[src/rtl/csa_tree_pipe_if.sv]
// csa_tree_pipe_if: operand/result bundle for the pipelined multi-operand adder.
// The master drives the operand beat and the global advance; the slave (the adder)
// returns the resolved sum and its carry-save pair.
interface csa_tree_pipe_if #(
  parameter int SIZE_I = 32,
  parameter int DEPTH  = 10,
  parameter int SIZE_O = SIZE_I + $clog2(DEPTH)
);
  logic                         en;
  logic                         in_valid;
  logic                         in_first;
  logic                         in_last;
  logic [DEPTH-1:0][SIZE_I-1:0] A;
  logic                         out_valid;
  logic [SIZE_O-1:0]            out_sum;
  logic [1:0][SIZE_O-1:0]       out_cs;

  modport master (
    output en, in_valid, in_first, in_last, A,
    input  out_valid, out_sum, out_cs
  );

  modport slave (
    input  en, in_valid, in_first, in_last, A,
    output out_valid, out_sum, out_cs
  );
endinterface

[src/rtl/csa_tree_pipe.sv]
// csa_tree_pipe: reduces DEPTH operands per beat through 3:2 carry-save layers,
// with a pipeline register after every REG_EVERY layers, an optional multi-beat
// carry-save accumulator, and a registered carry-propagate adder at the end.
// All arithmetic is modulo 2^SIZE_O.
module csa_tree_pipe #(
  parameter int SIZE_I    = 32,
  parameter int DEPTH     = 10,
  parameter int SIZE_O    = SIZE_I + $clog2(DEPTH),
  parameter int REG_EVERY = 1,
  parameter int ACC_EN    = 0
) (
  input logic            clk,
  input logic            reset,
  csa_tree_pipe_if.slave bus
);

  function automatic int next_rows(input int d);
    return 2 * (d / 3) + (d % 3);
  endfunction

  function automatic int count_layers(input int depth);
    int d;
    int n;
    d = depth;
    n = 0;
    while (d > 2) begin
      d = next_rows(d);
      n++;
    end
    return n;
  endfunction

  // Carry row of a 3:2 compressor: bitwise majority moved up one place,
  // the bit leaving the top of the word is dropped.
  function automatic logic [SIZE_O-1:0] carry_row(input logic [SIZE_O-1:0] x,
                                                  input logic [SIZE_O-1:0] y,
                                                  input logic [SIZE_O-1:0] z);
    logic [SIZE_O-1:0] m;
    m = (x & y) | (x & z) | (y & z);
    return m << 1;
  endfunction

  localparam int LAYERS  = count_layers(DEPTH);
  localparam bit REG_ON  = (REG_EVERY > 0);
  localparam int RE_SAFE = REG_ON ? REG_EVERY : 1;
  localparam int STAGES  = REG_ON ? (LAYERS + RE_SAFE - 1) / RE_SAFE : 0;
  localparam int NS      = (STAGES > 0) ? STAGES : 1;
  localparam int ROWS    = (DEPTH > 2) ? DEPTH : 2;

  typedef logic [ROWS-1:0][SIZE_O-1:0] rows_t;

  // Flags travel with the rows: {last, first, valid}.
  rows_t             stage_rows_d  [NS];
  rows_t             stage_rows_q  [NS];
  logic [2:0]        stage_flags_d [NS];
  logic [2:0]        stage_flags_q [NS];
  logic [SIZE_O-1:0] tree_s;
  logic [SIZE_O-1:0] tree_c;
  logic [2:0]        tree_flags;

  // Walk the layers in order; where a register is inserted, hand the rows to
  // it and carry on from its output, so one block describes the whole tree.
  always_comb begin
    rows_t      cur;
    rows_t      nxt;
    logic [2:0] cur_flags;
    int         d;
    int         s;
    cur = '0;
    nxt = '0;
    for (int i = 0; i < DEPTH; i++) cur[i] = SIZE_O'(bus.A[i]);
    cur_flags = {bus.in_last, bus.in_first, bus.in_valid};
    d = DEPTH;
    s = 0;
    for (int i = 0; i < NS; i++) begin
      stage_rows_d[i]  = '0;
      stage_flags_d[i] = '0;
    end
    for (int l = 0; l < LAYERS; l++) begin
      nxt = '0;
      for (int k = 0; k < d / 3; k++) begin
        nxt[2*k]   = cur[3*k] ^ cur[3*k+1] ^ cur[3*k+2];
        nxt[2*k+1] = carry_row(cur[3*k], cur[3*k+1], cur[3*k+2]);
      end
      for (int k = 0; k < d % 3; k++) nxt[2*(d/3)+k] = cur[3*(d/3)+k];
      cur = nxt;
      d   = next_rows(d);
      if (REG_ON && ((((l + 1) % RE_SAFE) == 0) || (l == LAYERS - 1))) begin
        stage_rows_d[s]  = cur;
        stage_flags_d[s] = cur_flags;
        cur              = stage_rows_q[s];
        cur_flags        = stage_flags_q[s];
        s++;
      end
    end
    tree_s     = cur[0];
    tree_c     = cur[1];
    tree_flags = cur_flags;
  end

  // Tree pipeline registers: en freezes them, reset drops any in-flight beat.
  always_ff @(posedge clk) begin
    if (reset) begin
      for (int i = 0; i < NS; i++) begin
        stage_rows_q[i]  <= '0;
        stage_flags_q[i] <= '0;
      end
    end else if (bus.en) begin
      for (int i = 0; i < NS; i++) begin
        stage_rows_q[i]  <= stage_rows_d[i];
        stage_flags_q[i] <= stage_flags_d[i];
      end
    end
  end

  logic [SIZE_O-1:0] cpa_s;
  logic [SIZE_O-1:0] cpa_c;
  logic              cpa_v;

  if (ACC_EN != 0) begin : g_acc
    logic [SIZE_O-1:0] acc_s_d, acc_s_q, acc_c_d, acc_c_q;
    logic [SIZE_O-1:0] fwd_s_d, fwd_s_q, fwd_c_d, fwd_c_q;
    logic              fwd_v_d, fwd_v_q;

    // 4:2 compress the tree pair with the running pair (or zero on a first
    // beat); a last beat forwards the result and empties the accumulator.
    always_comb begin
      logic [SIZE_O-1:0] base_s, base_c, s1, c1, s2, c2;
      base_s  = tree_flags[1] ? '0 : acc_s_q;
      base_c  = tree_flags[1] ? '0 : acc_c_q;
      s1      = tree_s ^ tree_c ^ base_s;
      c1      = carry_row(tree_s, tree_c, base_s);
      s2      = s1 ^ c1 ^ base_c;
      c2      = carry_row(s1, c1, base_c);
      acc_s_d = acc_s_q;
      acc_c_d = acc_c_q;
      fwd_s_d = fwd_s_q;
      fwd_c_d = fwd_c_q;
      fwd_v_d = 1'b0;
      if (tree_flags[0]) begin
        if (tree_flags[2]) begin
          fwd_s_d = s2;
          fwd_c_d = c2;
          fwd_v_d = 1'b1;
          acc_s_d = '0;
          acc_c_d = '0;
        end else begin
          acc_s_d = s2;
          acc_c_d = c2;
        end
      end
    end

    // Accumulator and forward register; en freezes, reset clears.
    always_ff @(posedge clk) begin
      if (reset) begin
        acc_s_q <= '0;
        acc_c_q <= '0;
        fwd_s_q <= '0;
        fwd_c_q <= '0;
        fwd_v_q <= 1'b0;
      end else if (bus.en) begin
        acc_s_q <= acc_s_d;
        acc_c_q <= acc_c_d;
        fwd_s_q <= fwd_s_d;
        fwd_c_q <= fwd_c_d;
        fwd_v_q <= fwd_v_d;
      end
    end

    assign cpa_s = fwd_s_q;
    assign cpa_c = fwd_c_q;
    assign cpa_v = fwd_v_q;
  end else begin : g_no_acc
    logic unused_flags;
    assign unused_flags = ^tree_flags[2:1];
    assign cpa_s = tree_s;
    assign cpa_c = tree_c;
    assign cpa_v = tree_flags[0];
  end

  logic                   out_valid_d, out_valid_q;
  logic [SIZE_O-1:0]      out_sum_d, out_sum_q;
  logic [1:0][SIZE_O-1:0] out_cs_d, out_cs_q;

  // Resolve the pair; sum and pair load together and hold until the next result.
  always_comb begin
    out_valid_d = cpa_v;
    out_sum_d   = out_sum_q;
    out_cs_d    = out_cs_q;
    if (cpa_v) begin
      out_sum_d   = cpa_s + cpa_c;
      out_cs_d[0] = cpa_s;
      out_cs_d[1] = cpa_c;
    end
  end

  // Output register: en freezes it, reset clears it.
  always_ff @(posedge clk) begin
    if (reset) begin
      out_valid_q <= 1'b0;
      out_sum_q   <= '0;
      out_cs_q    <= '0;
    end else if (bus.en) begin
      out_valid_q <= out_valid_d;
      out_sum_q   <= out_sum_d;
      out_cs_q    <= out_cs_d;
    end
  end

  assign bus.out_valid = out_valid_q;
  assign bus.out_sum   = out_sum_q;
  assign bus.out_cs    = out_cs_q;

endmodule

[src/flat_wrapper.sv]
// flat-port wrapper written by rule: the top's interface ports become plain ports
module csa_tree_pipe_flat 
#(
  parameter int SIZE_I    = 32,
  parameter int DEPTH     = 10,
  parameter int SIZE_O    = SIZE_I + $clog2(DEPTH),
  parameter int REG_EVERY = 1,
  parameter int ACC_EN    = 0
)
  (clk, reset, bus_en, bus_in_valid, bus_in_first, bus_in_last, bus_A, bus_out_valid, bus_out_sum, bus_out_cs);
  csa_tree_pipe_if #(.SIZE_I(SIZE_I), .DEPTH(DEPTH), .SIZE_O(SIZE_O)) bus_i ();
  input logic clk;
  input logic reset;
  input wire logic [$bits(bus_i.en)-1:0] bus_en;
  input wire logic [$bits(bus_i.in_valid)-1:0] bus_in_valid;
  input wire logic [$bits(bus_i.in_first)-1:0] bus_in_first;
  input wire logic [$bits(bus_i.in_last)-1:0] bus_in_last;
  input wire logic [$bits(bus_i.A)-1:0] bus_A;
  output wire logic [$bits(bus_i.out_valid)-1:0] bus_out_valid;
  output wire logic [$bits(bus_i.out_sum)-1:0] bus_out_sum;
  output wire logic [$bits(bus_i.out_cs)-1:0] bus_out_cs;
  assign bus_i.en = bus_en;
  assign bus_i.in_valid = bus_in_valid;
  assign bus_i.in_first = bus_in_first;
  assign bus_i.in_last = bus_in_last;
  assign bus_i.A = bus_A;
  assign bus_out_valid = bus_i.out_valid;
  assign bus_out_sum = bus_i.out_sum;
  assign bus_out_cs = bus_i.out_cs;
  csa_tree_pipe #(.SIZE_I(SIZE_I), .DEPTH(DEPTH), .SIZE_O(SIZE_O), .REG_EVERY(REG_EVERY), .ACC_EN(ACC_EN)) u_core (.clk(clk), .reset(reset), .bus(bus_i));
endmodule
[config.mk]
export PLATFORM = sky130hd
export DESIGN_NAME = csa_tree_pipe_flat
export DESIGN_NICKNAME = d
export VERILOG_FILES = /design/src/rtl/csa_tree_pipe_if.sv /design/src/rtl/csa_tree_pipe.sv /design/src/flat_wrapper.sv
export SDC_FILE = /design/constraint.sdc
export NUM_CORES = 1
export LEC_CHECK = 0
export CAP_MARGIN = 20
export CORE_AREA = 3 3 268 270
export DETAILED_ROUTE_END_ITERATION = 8
export DIE_AREA = 0 0 271 273
export PLACE_DENSITY = 0.75
export RECOVER_POWER = 25
export SYNTH_ARGS = -nofsm -noshare
export SYNTH_HDL_FRONTEND = slang
export SYNTH_SLANG_ARGS = --single-unit
[constraint.sdc]
create_clock -name clk -period 22.3 [get_ports clk]
set_input_delay 5.575 -clock clk [delete_from_list [all_inputs] [get_ports clk]]
set_output_delay 5.575 -clock clk [all_outputs]
set_load 0.02 [all_outputs]
==> impl_metrics.csv, run 1 <==
group,metric,value,unit
timing,period_needed,12.50,ns
run_status,status,"finished, violations left",
timing,tns,0,ns
timing,fmax,80.0,MHz
route,drtAntennaViolNets,0,
timing,rsz0062_at_grt,"no",
pwr,vdd_drop_max,0.0000514,V
global_route,grt_pass1_wl,109,mm
final_layout,final_cell_mix,"edfxtp_1, and2_1, clkdlybuf4s50_1",
yosys,synth_area,36000,um^2
yosys,synth-adder-area-share,15.5,%
global_route,grt_max_degree,164,
route,drt_iter0_drc,1063,
pwr,power_frac_comb,10.0,%
cts,cts_sinks,794,
timing,worst_clock_skew,0.0169,ns
floorplanning,core,69800,um^2
final_layout,drive_above_1_share,4.73,%
final_layout,synthToLayoutAreaGrowth,21.4,%
timing,timing.final.crit_share,56.1,%
yosys,ys_ff_latch,794,
yosys,ys.flop_type,"edfxtp_1",
yosys,synth_top_family_by_area,"adder cells",
pwr,netSwitchingPower,770,uW
yosys,avgSynthCellArea,14.7,um^2
yosys,synth_edf_count,689,
cts,clk_latency,0.61,ns
worst_setup_path,cp.arrival,12.78,ns
global_route,grt_pass1_vias,20078,
final_layout,layout_commonest_cell,"edfxtp_1",
yosys,synth_xor_area_share,0.535,%
job,maxCapViolCount,5,
route,wirelength,69.6,mm
cts,ctsHtreeMaxLevel,3,
route,via_count,19021,
place,gp_congestion,0.885,
route,route.detailed.drc,0,
cts,cts_hold_buffers,0,
timing,slew-limit-headroom,-222,%
floorplanning,dieArea,74000,um^2
cts,cts_root_buf,"clkbuf_16",
floorplanning,rows,97,
yosys,ys_types,58,
timing,tightest_slew,4.84,ns
yosys,yosys_warnings,0,
pwr,p_leak,0.0167,uW
pwr,swShare,22.5,%
timing,final_hold_viol_count,0,
final_layout,final_cells,3861,
place,place_inst,3707,
place,numPortBuffers,429,
pwr,clkPwrFrac,37.2,%
pwr,powerDensity,78.3,nW/um^2
route,first_pass_iters,5,
floorplanning,initial_core_util,51.6,%
yosys,yosysSeqAreaShare,63.3,%
cts,cts_tree,"built",
global_route,overflow,0,
worst_setup_path,cp.required,22.57,ns
floorplanning,die_h,273,um
route,routedWlPerCell,18.0,um
cts,numCtsBuffers,80,
route,via_per_inst,4.93,
pwr,p_int,2650,uW
place,hpwl,50.4,mm
floorplanning,die_w,271,um
hold_path,hp-class,"flop to flop",
worst_setup_path,cp-end-kind,"flop",
cts,post_cts_buffers,0,
worst_setup_path,cp-start-kind,"input pin",
yosys,synthCells,2448,
yosys,synthArstFlopShare,0,%
final_layout,fin_nets,3474,
worst_setup_path,critPathKind,"input pin to flop",
cts,path_clk_slew,0.06,ns
floorplanning,io_pins,435,
pwr,p_seq_share,52.7,%
timing,maxSlewViolCount,534,
yosys,synth-compound-area-share,3.52,%
run_status,violations,"capacitance limit, slew limit",
yosys,synth_mux_area_share,0.167,%
timing,setup_viol,0,
global_route,track_usage,18.7,%
cts,cts_resized,0,
final_layout,fillers,4963,
yosys,synthSimpleGateAreaFrac,15.4,%
global_route,antenna_found_initial,4,
worst_setup_path,worst-path-max-fanout,87,
cts,clockBufferDepth,3,
[area by class of cell]
type	count	area, um^2	share of cell area (%)
Antenna cell	5	12.5	0.0286
Clock buffer	113	2290	5.25
Clock inverter	32	225	0.515
Inverter	14	52.6	0.120
Multi-Input combinational cell	1515	12700	29.0
Sequential cell	794	22800	52.2
Tap cell	940	1180	2.69
Timing Repair Buffer	448	4480	10.2
[cell families after synthesis]
group,Yosys count
XOR/XNOR,22
other,1
AO/OA/AOI/OAI,208
adder cells (fa/ha/maj),295
flip-flops,794
AND/OR/NAND/NOR,981
multiplexers,6
buffers and inverters,141
[cells in the mapped netlist (4+ instances only)]
master,count,area share [%]
xnor2_1,16,0.39
ha_1,43,1.5
nor3_1,10,0.14
clkbuf_1,120,1.3
nand3_1,14,0.19
mux2i_1,6,0.17
nor2b_1,6,0.10
and2_1,692,12
a31oi_1,7,0.12
nor2_1,27,0.28
a21oi_1,121,1.7
dfxtp_1,105,5.8
o21ai_0,29,0.40
xor2_1,6,0.15
a211oi_1,5,0.10
fa_1,252,14
inv_1,14,0.15
nand4_1,9,0.16
buf_4,4,0.083
edfxtp_1,689,57
nand2_1,203,2.1
a21o_1,12,0.25
[layer usage]
| layer | GRT usage [%] | wire, um |
|---|---|---|
| met4 | 5.78 | 1750 |
| met2 | 30.8 | 33700 |
| met1 | 26.0 | 31300 |
| met3 | 3.10 | 2780 |
| met5 | 0 | 13 |
[metrics by stage]
stage	setup slack, ns	power (uW)	utilization [%]	hold WS, ns	instance area [um^2]
after floorplan	7.20	2010	-	0.471	36000
after global placement	11.89	2170	58.9	0.443	41100
after detailed placement	11.75	2180	58.9	0.447	41100
after CTS	12.40	3460	62.5	0.455	43600
after global routing	9.08	3570	62.6	0.473	43700
final	9.80	3420	62.6	0.449	43700
[critical path, stage by stage]
cell	delay [ns]
dlygate4sd3_1	0.65
or2_0	3.44
buf_4	1.20
buf_4	0.93
buf_4	0.44
buf_16	0.35
[sequential cells by signal (all words and copies together) (netlist names)]
register,cells
u_core.stage_rows_q,684
u_core.bus.out_sum,36
u_core.bus.out_valid,1
u_core.stage_flags_q,5
u_core.bus.out_cs,68
[path summary, 6_finish.rpt]
check	startpoint	end	slack, ns	cells after the start
max reg2reg	u_core.stage_flags_q[0][12]	u_core.bus.out_sum[4]	17.83	5
min	u_core.bus.out_cs[55]	u_core.bus.out_cs[55]	0.45	2
min reg2reg	u_core.bus.out_cs[55]	u_core.bus.out_cs[55]	0.45	2
max	bus_en	u_core.stage_rows_q[0][79]	9.80	6
[power by group through the flow]
stage	Clock (uW)	Sequential (uW)	Combinational, uW
detailed placement	0	1840	347
floorplan	0	1840	170
global placement	0	1830	340
global route	1360	1820	390
CTS	1310	1810	348
finish	1270	1810	343
Power figures use the tool's default switching activity.
==> inputs of run 2 (changes only) <==
clock period = 12.4 ns   (was 22.3 ns; I/O delays follow)
==> run 2 against run 1 <==
  * Cell area hardly changed
  * Count of clock-buffer cells in the layout is 5 lower
  * Die area stayed put
  * Clock power is 87% higher
  * Critical path depth is 1 lower
  * The run still ends with capacitance limit, slew limit left
  * Critical endpoint is now u_core.stage_rows_q[0][785]
  * Sequential cell count stayed put
  * Clock skew is 0.010 ns higher
  * Cell count is 0.10% lower
==> impl_metrics.csv, run 2 (same netlist as run 1, synthesis figures left out) <==
group,metric,value,unit
global_route,grt_max_degree,300,
run_status,status,"finished, violations left",
route,via_per_inst,4.95,
final_layout,multi_input_area,12700,um^2
cts,clockBufferDepth,3,
final_layout,fin_nets,3469,
floorplanning,core,69800,um^2
cts,cts_sinks,794,
place,gp_congestion,0.892,
worst_setup_path,r2r-start,"u_core.stage_flags_q[0][12]",
timing,worst_clock_skew,0.0268,ns
floorplanning,rows,97,
timing,maxSlewViolCount,474,
worst_setup_path,crit_path_max_incr_delay,2.80,ns
run_status,violations,"capacitance limit, slew limit",
route,drtAntennaViolNets,0,
worst_setup_path,worst-path-max-fanout,299,
hold_path,hp-class,"flop to flop",
route,route.detailed.drc,0,
worst_setup_path,cp.required,12.86,ns
worst_setup_path,reg2reg_slack,8.34,ns
timing,tightest_slew,4.23,ns
floorplanning,dieArea,74000,um^2
global_route,grt_pass1_wl,110,mm
worst_setup_path,crit_start,"bus_en",
global_route,antenna_found_initial,7,
floorplanning,die_w,271,um
timing,tns,0,ns
worst_setup_path,slowest_stage,"clkbuf_2",
pwr,p_leak,0.0167,uW
worst_setup_path,ff2ff_path_depth,5,
cts,path_clk_slew,0.06,ns
worst_setup_path,rr_endpoint,"u_core.bus.out_sum[3]",
timing,setup_viol,0,
final_layout,fillers,5016,
job,maxCapViolCount,4,
final_layout,finalInstanceArea,43700,um^2
route,drt_iter0_drc,1377,
cts,numCtsBuffers,81,
global_route,overflow,0,
route,via_count,19106,
final_layout,synthToLayoutAreaGrowth,21.4,%
final_layout,seq_area,22800,um^2
timing,timing.final.crit_share,64.0,%
timing,slew-limit-headroom,-182,%
floorplanning,die_h,273,um
global_route,track_usage,19.1,%
final_layout,layout_commonest_cell,"edfxtp_1",
final_layout,largest_reg_flops,684,
worst_setup_path,path_cells,"dlygate4sd3_1 -> nor2b_1 -> clkbuf_2 -> buf_4 -> and2_1",
cts,clk_latency,0.61,ns
place,numPortBuffers,429,
cts,cts_resized,0,
cts,cts_hold_buffers,0,
floorplanning,initial_core_util,51.6,%
worst_setup_path,cp-end-kind,"flop",
cts,cts_tree,"built",
cts,ctsHtreeMaxLevel,3,
place,placed_cell_area,41100,um^2
final_layout,drive_above_1_share,4.60,%
timing,final_hold_viol_count,0,
cts,cts_root_buf,"clkbuf_16",
worst_setup_path,critPathKind,"input pin to flop",
timing,rsz0062_at_grt,"no",
worst_setup_path,cp-start-kind,"input pin",
timing,period_needed,7.94,ns
timing,fmax,126,MHz
worst_setup_path,cp.arrival,8.40,ns
final_layout,regMostFlops,"u_core.stage_rows_q",
worst_setup_path,endpoint,"u_core.stage_rows_q[0][785]",
route,routedWlPerCell,18.1,um
place,hpwl,49.8,mm
route,first_pass_iters,5,
pwr,vdd_drop_max,0.0000859,V
pwr,powerDensity,143,nW/um^2
global_route,grt_pass1_vias,20350,
cts,post_cts_buffers,0,
route,wirelength,69.7,mm
final_layout,final_cell_mix,"edfxtp_1, and2_1, clkdlybuf4s50_1",
floorplanning,io_pins,435,
run 2: changes by cell type in the layout (fill, tap and decap cells not counted), moves of 3 or more:
cell             change
and2_0             -102
and2_1             +102
clkdlybuf4s50_1     +28
dlygate4sd3_1       -28
buf_4                -4
bufinv_16            +4
buf_12               +3
buf_16               -3
clkinvlp_4           +3
inv_6                +3
run 2: power by group:
| part | switching, uW | internal, uW | leakage, uW | total (uW) |
|---|---|---|---|---|
| clock network | 987 | 1380 | 0.00126 | 2370 |
| registers | 109 | 3140 | 0.00841 | 3250 |
| logic | 316 | 303 | 0.00704 | 619 |
run 2: through the flow:
stage	power (uW)	hold slack (ns)	util, %	worst slack (ns)	cells
6_report	6230	0.451	62.6	4.46	3857
5_1_grt	6510	0.467	62.6	3.66	3854
4_1_cts	6310	0.452	62.7	6.33	3850
3_5_place_dp	3930	0.444	58.9	5.68	3703
3_3_place_gp	3910	0.441	58.9	5.76	3703
2_1_floorplan	3600	0.471	-	3.26	2450
run 2: cell type report:
cell class | instances | area share, %
diodes | 5 | 0.0286
clock buffers | 108 | 5.03
clock inverters | 39 | 0.902
inverters | 14 | 0.120
multi-input cells | 1515 | 29.0
flip-flops and latches | 794 | 52.1
well taps | 940 | 2.69
repair buffers | 442 | 10.1
run 2: critical path, delay by kind of cell:
family	cells	cell delay, ns
buf+inv	3	4.53
simple gates	2	0.44
run 2: how the worst min path moves through the flow:
stage | cells after the start | from | to
global placement | 2 | u_core.bus.out_sum[26] | u_core.bus.out_sum[26]
global route | 2 | u_core.bus.out_sum[5] | u_core.bus.out_sum[5]
finish | 2 | u_core.bus.out_sum[10] | u_core.bus.out_sum[10]
CTS | 2 | u_core.bus.out_sum[10] | u_core.bus.out_sum[10]
detailed placement | 2 | u_core.bus.out_sum[10] | u_core.bus.out_sum[10]
floorplan | 2 | u_core.stage_rows_q[0][984] | u_core.bus.out_sum[0]
run 2: metal layers:
metal | share of wire (%) | track usage, % | wire length (um) | vias to the layer above
met5 | 0.010 | 0 | 7 | -
met4 | 2.6 | 6.45 | 1780 | 2
met3 | 4.6 | 3.04 | 3180 | 102
met2 | 48 | 31.0 | 33700 | 450
met1 | 45 | 26.6 | 31000 | 9373
li1 | - | - | - | 9179
